===== config.mk =====
export PLATFORM = sky130hd
export DESIGN_NAME = ca90_seq
export DESIGN_NICKNAME = d
export VERILOG_FILES = /design/src/rtl/ca90_seq.sv
export SDC_FILE = /design/constraint.sdc
export NUM_CORES = 1
export LEC_CHECK = 0
export CAP_MARGIN = 15
export CORE_MARGIN = 3
export CORE_UTILIZATION = 54
export CTS_BUF_LIST = sky130_fd_sc_hd__clkbuf_4 sky130_fd_sc_hd__clkbuf_8 sky130_fd_sc_hd__clkbuf_16
export DETAILED_ROUTE_END_ITERATION = 12
export PLACE_DENSITY = 0.83
export SYNTH_ARGS = -nofsm -noshare
export SYNTH_HDL_FRONTEND = slang
export SYNTH_SLANG_ARGS = --single-unit
export TNS_END_PERCENT = 30

===== constraint.sdc =====
create_clock -name clk -period 2.9 [get_ports clk]
set_input_delay 0.725 -clock clk [delete_from_list [all_inputs] [get_ports clk]]
set_output_delay 0.725 -clock clk [all_outputs]
set_load 0.005 [all_outputs]

===== src/rtl/ca90_seq.sv =====
// ca90_seq: produces CA90^k(base) on request. The current generation is kept
// between requests so that a request for a later index only has to step
// forward from where the previous one stopped; an earlier index restarts
// from the stored base vector. One CA90 step is applied per clock.
`ifndef DIM
`define DIM 8
`endif

module ca90_seq #(
    parameter int DIM   = `DIM,
    parameter int IDX_W = 8
) (
    input  logic             clk,
    input  logic             rst,
    input  logic             seed_load,
    input  logic [DIM-1:0]   seed,
    input  logic             req_valid,
    input  logic [IDX_W-1:0] req_idx,
    output logic             req_ready,
    output logic             rsp_valid,
    input  logic             rsp_ready,
    output logic [DIM-1:0]   rsp_vec,
    output logic             busy
);

    typedef enum logic [1:0] {
        IDLE = 2'd0,
        STEP = 2'd1,
        RESP = 2'd2
    } state_t;

    state_t           state;
    logic [DIM-1:0]   base;
    logic [DIM-1:0]   cur;
    logic [IDX_W-1:0] cur_idx;
    logic [IDX_W-1:0] tgt_idx;
    logic [DIM-1:0]   ca90_next;

    localparam logic [IDX_W-1:0] IDX_ONE = {{(IDX_W-1){1'b0}}, 1'b1};

    // CA90 datapath: each cell becomes the XOR of its two ring neighbours.
    for (genvar gi = 0; gi < DIM; gi++) begin : g_ca90
        localparam int LEFT  = (gi + DIM - 1) % DIM;
        localparam int RIGHT = (gi + 1) % DIM;
        assign ca90_next[gi] = cur[LEFT] ^ cur[RIGHT];
    end

    // Handshake and status outputs derived directly from the state register,
    // so an asynchronous reset clears them without waiting for a clock.
    assign req_ready = (state == IDLE) && !seed_load;
    assign rsp_valid = (state == RESP);
    assign busy      = (state != IDLE);
    assign rsp_vec   = cur;

    // Sequencer: seed load / request accept in IDLE, stepping, response hold.
    always_ff @(posedge clk or posedge rst) begin
        if (rst) begin
            state   <= IDLE;
            base    <= '0;
            cur     <= '0;
            cur_idx <= '0;
            tgt_idx <= '0;
        end else begin
            case (state)
                IDLE: begin
                    if (seed_load) begin
                        // Seed wins over a same-cycle request.
                        base    <= seed;
                        cur     <= seed;
                        cur_idx <= '0;
                    end else if (req_valid) begin
                        tgt_idx <= req_idx;
                        if (req_idx < cur_idx) begin
                            // Cannot step backwards: restart from the base.
                            cur     <= base;
                            cur_idx <= '0;
                        end
                        state <= STEP;
                    end
                end
                STEP: begin
                    if (cur_idx != tgt_idx) begin
                        cur     <= ca90_next;
                        cur_idx <= cur_idx + IDX_ONE;
                    end else begin
                        state <= RESP;
                    end
                end
                RESP: begin
                    // cur/cur_idx are kept so the next request can reuse them.
                    if (rsp_ready) begin
                        state <= IDLE;
                    end
                end
                default: state <= IDLE;
            endcase
        end
    end

endmodule


==> results.txt <==
* Detailed-routing iteration count for the pre-antenna-repair pass: 4
- The placed instances occupy a cell area of 2470 sq um.
* Reg-to-reg critical path startpoint: cur_idx[6]
- Worst slew slack as a fraction of its limit: 0.684
* Crit-path max cell delay: 0.43 ns
* Cell count after placement: 269
- X dimension of the die: 68.9 um
* IO Pins: 32
* GR Overflow Total: 0
* Filler Cell Count: 310
- The first global-routing pass estimated 7030 um of wire.
- Summed over all instances, the cell type with the most area after synthesis is sky130_fd_sc_hd__dfrtp_1.
* Required @ worst endpoint: 3.08 ns
- The smallest clock period supported by the final layout is computed as 2.64 ns.
- Worst IR drop on VDD: 0.631 mV
* Routed Wire Length: 4220 um
* Unique cell type count in the Yosys netlist: 35
- Sequential share of the synthesized area: 0.398
* Number of setup violations in the final report: 0
- In the final design database the tool counted 257 nets.
- CP Class: input pin to register
- Most common library cell in the layout ignoring fill and taps: sky130_fd_sc_hd__dfrtp_1
- TritonCTS built the clock tree.
* Utilization after layout: 0.684
- The worst register-to-register path has a setup slack of 0.60 ns.
- Crit path DAT: 2.83 ns
- Clock root buffer: sky130_fd_sc_hd__clkbuf_8
- Port buffering added 31 buffers.
- Post-synthesis to final-layout area growth: 19.8%
* Num CTS Buffers: 5
- After floorplanning, the core was sized to cover 3740 sq um.
* H-tree lvl count: 2
* Number of placement rows: 22
* Last weighted congestion value of the routability-driven placer: 0.878
- The routed layout has 1537 vias.
* Number of instances in the synthesized netlist: 193
- Net count after synthesis: 222
* Sinks on Clock Net: 34
- At the later pin of the worst-skew pair, clock insertion delay measures 0.29 ns.
- After legalization and detailed placement, the total HPWL measured 3120 um.
* Netlist Area Pre-Place: 2140 sq um
* CP max-delay cell: sky130_fd_sc_hd__clkdlybuf4s50_1
- Count of antenna diodes in the layout: 0
- For this design the static power due to leakage is 0.00112 uW.
- Fin Setup TNS: 0 ns
- STA classifies the critical path endpoint as a register.
- Clk pin slew, worst setup/hold paths: 0.07 ns
- Via count of the first global-routing pass: 1533
- Of the post-synthesis cell area, the dominant cell type holds 0.398.
* ANT nets after route: 0
* Depth of the worst register-to-register path: 7
- For this design, the CTS-stage hold fixing added 0 buffers.
- The count of pins over their slew limit came to 0.
* DRC viols: 0
- Category of the worst setup path launch point: input pin
- Largest fanout of any net on the critical path: 8
* Run status: completed
- Setup repair bufs after CTS: 0
- Crit path capture: rsp_vec[3]
- Pwr per Cell Area: 997 nW/um^2
- Counting instances, the worst hold path has a depth of 1.
- Launch point of the worst hold path: base[7]
- Final period utilization: 0.912
- Via-per-instance ratio: 5.55
- Of the cells placed in the final design, the portion with a size suffix greater than 1 is 0.227.
- Cells resized by post-CTS repair: 0
* Final hold viol count: 0
* Design area: 2560 sq um
* Area contributors post-synth: sky130_fd_sc_hd__dfrtp_1 (40%), sky130_fd_sc_hd__mux2_2 (8.4%), sky130_fd_sc_hd__xor2_1 (6.6%)
* Max_cap viols: 0
- Series of cell instances along the critical path: clkdlybuf4s50_1, ha_1, and4_2, a211oi_1, o221ai_2, a21o_1, mux2_4
- Final cell count without fillers: 277
- Setup repair after global routing left no endpoint under its margin.
- Average size of a mapped cell: 11.1 sq um
* Highest Clock Rate: 0.378 GHz
- The path class of the tightest hold or removal check is register to register.
- Effective utilization at floorplan: 0.571
- The design draws 2550 uW.
- The worst register-to-register path ends at rsp_vec[3].
* Worst setup path startpoint: req_idx[7]
- Iteration-0 DRC Markers: 128
- Counting along the longest clock path gives a buffer depth of 2.
- For this run, the total global-route usage over all layers was measured as 0.206.
- Warning count from the yosys run: 0
* Number of antenna violations at the first check in global routing: 0
* Transition time at the pin with the least slew margin: 0.474 ns
- Die area: 4750 sq um
* Flip-flop and latch count after synthesis: 34
- Dividing the detail-routed wire length by the instance count gives 15.2 um.
- Commonest non-fill, non-tap cells in the layout: sky130_fd_sc_hd__dfrtp_1 (34), sky130_fd_sc_hd__clkdlybuf4s50_1 (31), sky130_fd_sc_hd__nand2_1 (18), sky130_fd_sc_hd__xor2_1 (16), sky130_fd_sc_hd__mux2_2 (16)
* Worst Clk Skew: 0.00311 ns
- Die H: 68.9 um
* Pin count of the biggest net entering global routing: 35
==> stage by stage <==
| stage | worst slack (ns) | hold WS [ns] |
|---|---|---|
| final | 0.255 | 0.508 |
| after global routing | 0.164 | 0.537 |
| after CTS | 0.265 | 0.512 |
| after detailed placement | -0.0519 | 0.496 |
| after global placement | -0.0231 | 0.488 |
| after floorplan | 0.498 | 0.480 |
==> cells in the mapped netlist <==
library cell                number
sky130_fd_sc_hd__a2111oi_4       1
sky130_fd_sc_hd__a211oi_1        4
sky130_fd_sc_hd__a21o_1          2
sky130_fd_sc_hd__a21o_2          1
sky130_fd_sc_hd__a21oi_1         7
sky130_fd_sc_hd__a221o_2         2
sky130_fd_sc_hd__and2_1          2
sky130_fd_sc_hd__and2_2          1
sky130_fd_sc_hd__and3_1          3
sky130_fd_sc_hd__and3_2          2
sky130_fd_sc_hd__and4_2          1
sky130_fd_sc_hd__buf_2           2
sky130_fd_sc_hd__buf_6           3
sky130_fd_sc_hd__bufbuf_16       1
sky130_fd_sc_hd__clkbuf_1        3
sky130_fd_sc_hd__dfrtp_1        34
sky130_fd_sc_hd__ha_1            8
sky130_fd_sc_hd__inv_1          10
sky130_fd_sc_hd__mux2_2         16
sky130_fd_sc_hd__mux2_4          8
sky130_fd_sc_hd__mux2i_1        12
sky130_fd_sc_hd__nand2_1        18
sky130_fd_sc_hd__nand2b_2        1
sky130_fd_sc_hd__nand3_1         2
sky130_fd_sc_hd__nand4_1         2
sky130_fd_sc_hd__nor2_1          9
sky130_fd_sc_hd__nor4_4          2
sky130_fd_sc_hd__o2111ai_1       1
sky130_fd_sc_hd__o21a_1          1
sky130_fd_sc_hd__o21ai_0        14
sky130_fd_sc_hd__o221ai_2        1
sky130_fd_sc_hd__o31ai_1         1
sky130_fd_sc_hd__or2_2           1
sky130_fd_sc_hd__or2b_2          1
sky130_fd_sc_hd__xor2_1         16
==> final cells by class <==
class                           instances  area (sq um)  area share
Timing Repair Buffer                   37           355       0.139
Tap cell                               48          60.1      0.0234
Multi-Input combinational cell        140          1160       0.454
Sequential cell                        34           851       0.332
Clock inverter                          2          12.5     0.00489
Inverter                               10          37.5      0.0147
Clock buffer                            6          82.6      0.0322
==> state kept, by name, indices dropped and copies added (netlist names) <==
register and count:
base 8, cur_idx 8, rsp_vec 8, state 2, tgt_idx 8
==> cells by family (layout without fill, tap and decap cells) <==
logic type	count (synthesis)	in the layout	share of synthesized area
flops	34	34	0.398
fa+ha+maj	8	8	0.0468
xor+xnor	16	16	0.0655
compound gates	35	35	0.116
buf+inv	19	55	0.0585
simple gates	45	45	0.119
mux	36	36	0.197
==> where the power goes <==
group / switching (uW) / internal, uW
Clock: 177 / 191
Sequential: 234 / 696
Combinational: 520 / 736
==> worst min-delay path by stage <==
stage / endpoint / slack (ns)
floorplan: base[0] / 0.48
finish: base[7] / 0.51
CTS: base[7] / 0.51
global placement: base[2] / 0.49
global route: base[1] / 0.54
detailed placement: base[7] / 0.50
==> routing by layer <==
metal  vias up  wire (um)  global-route usage
li1        747          -                   -
met1       740       1800               0.248
met2        41       2150               0.345
met3         9        195              0.0600
met4         0         83              0.0827
met5         -          0                   0
==> worst max-delay path: cells and delay by family <==
| family | cells | cell delay [ns] |
|---|---|---|
| and+or+nand+nor | 1 | 0.21 |
| muxes | 1 | 0.36 |
| AOI/OAI and AO/OA | 3 | 0.77 |
| adders and majority gates | 1 | 0.33 |
| buffers and inverters | 1 | 0.43 |
Power figures use the tool's default switching activity.
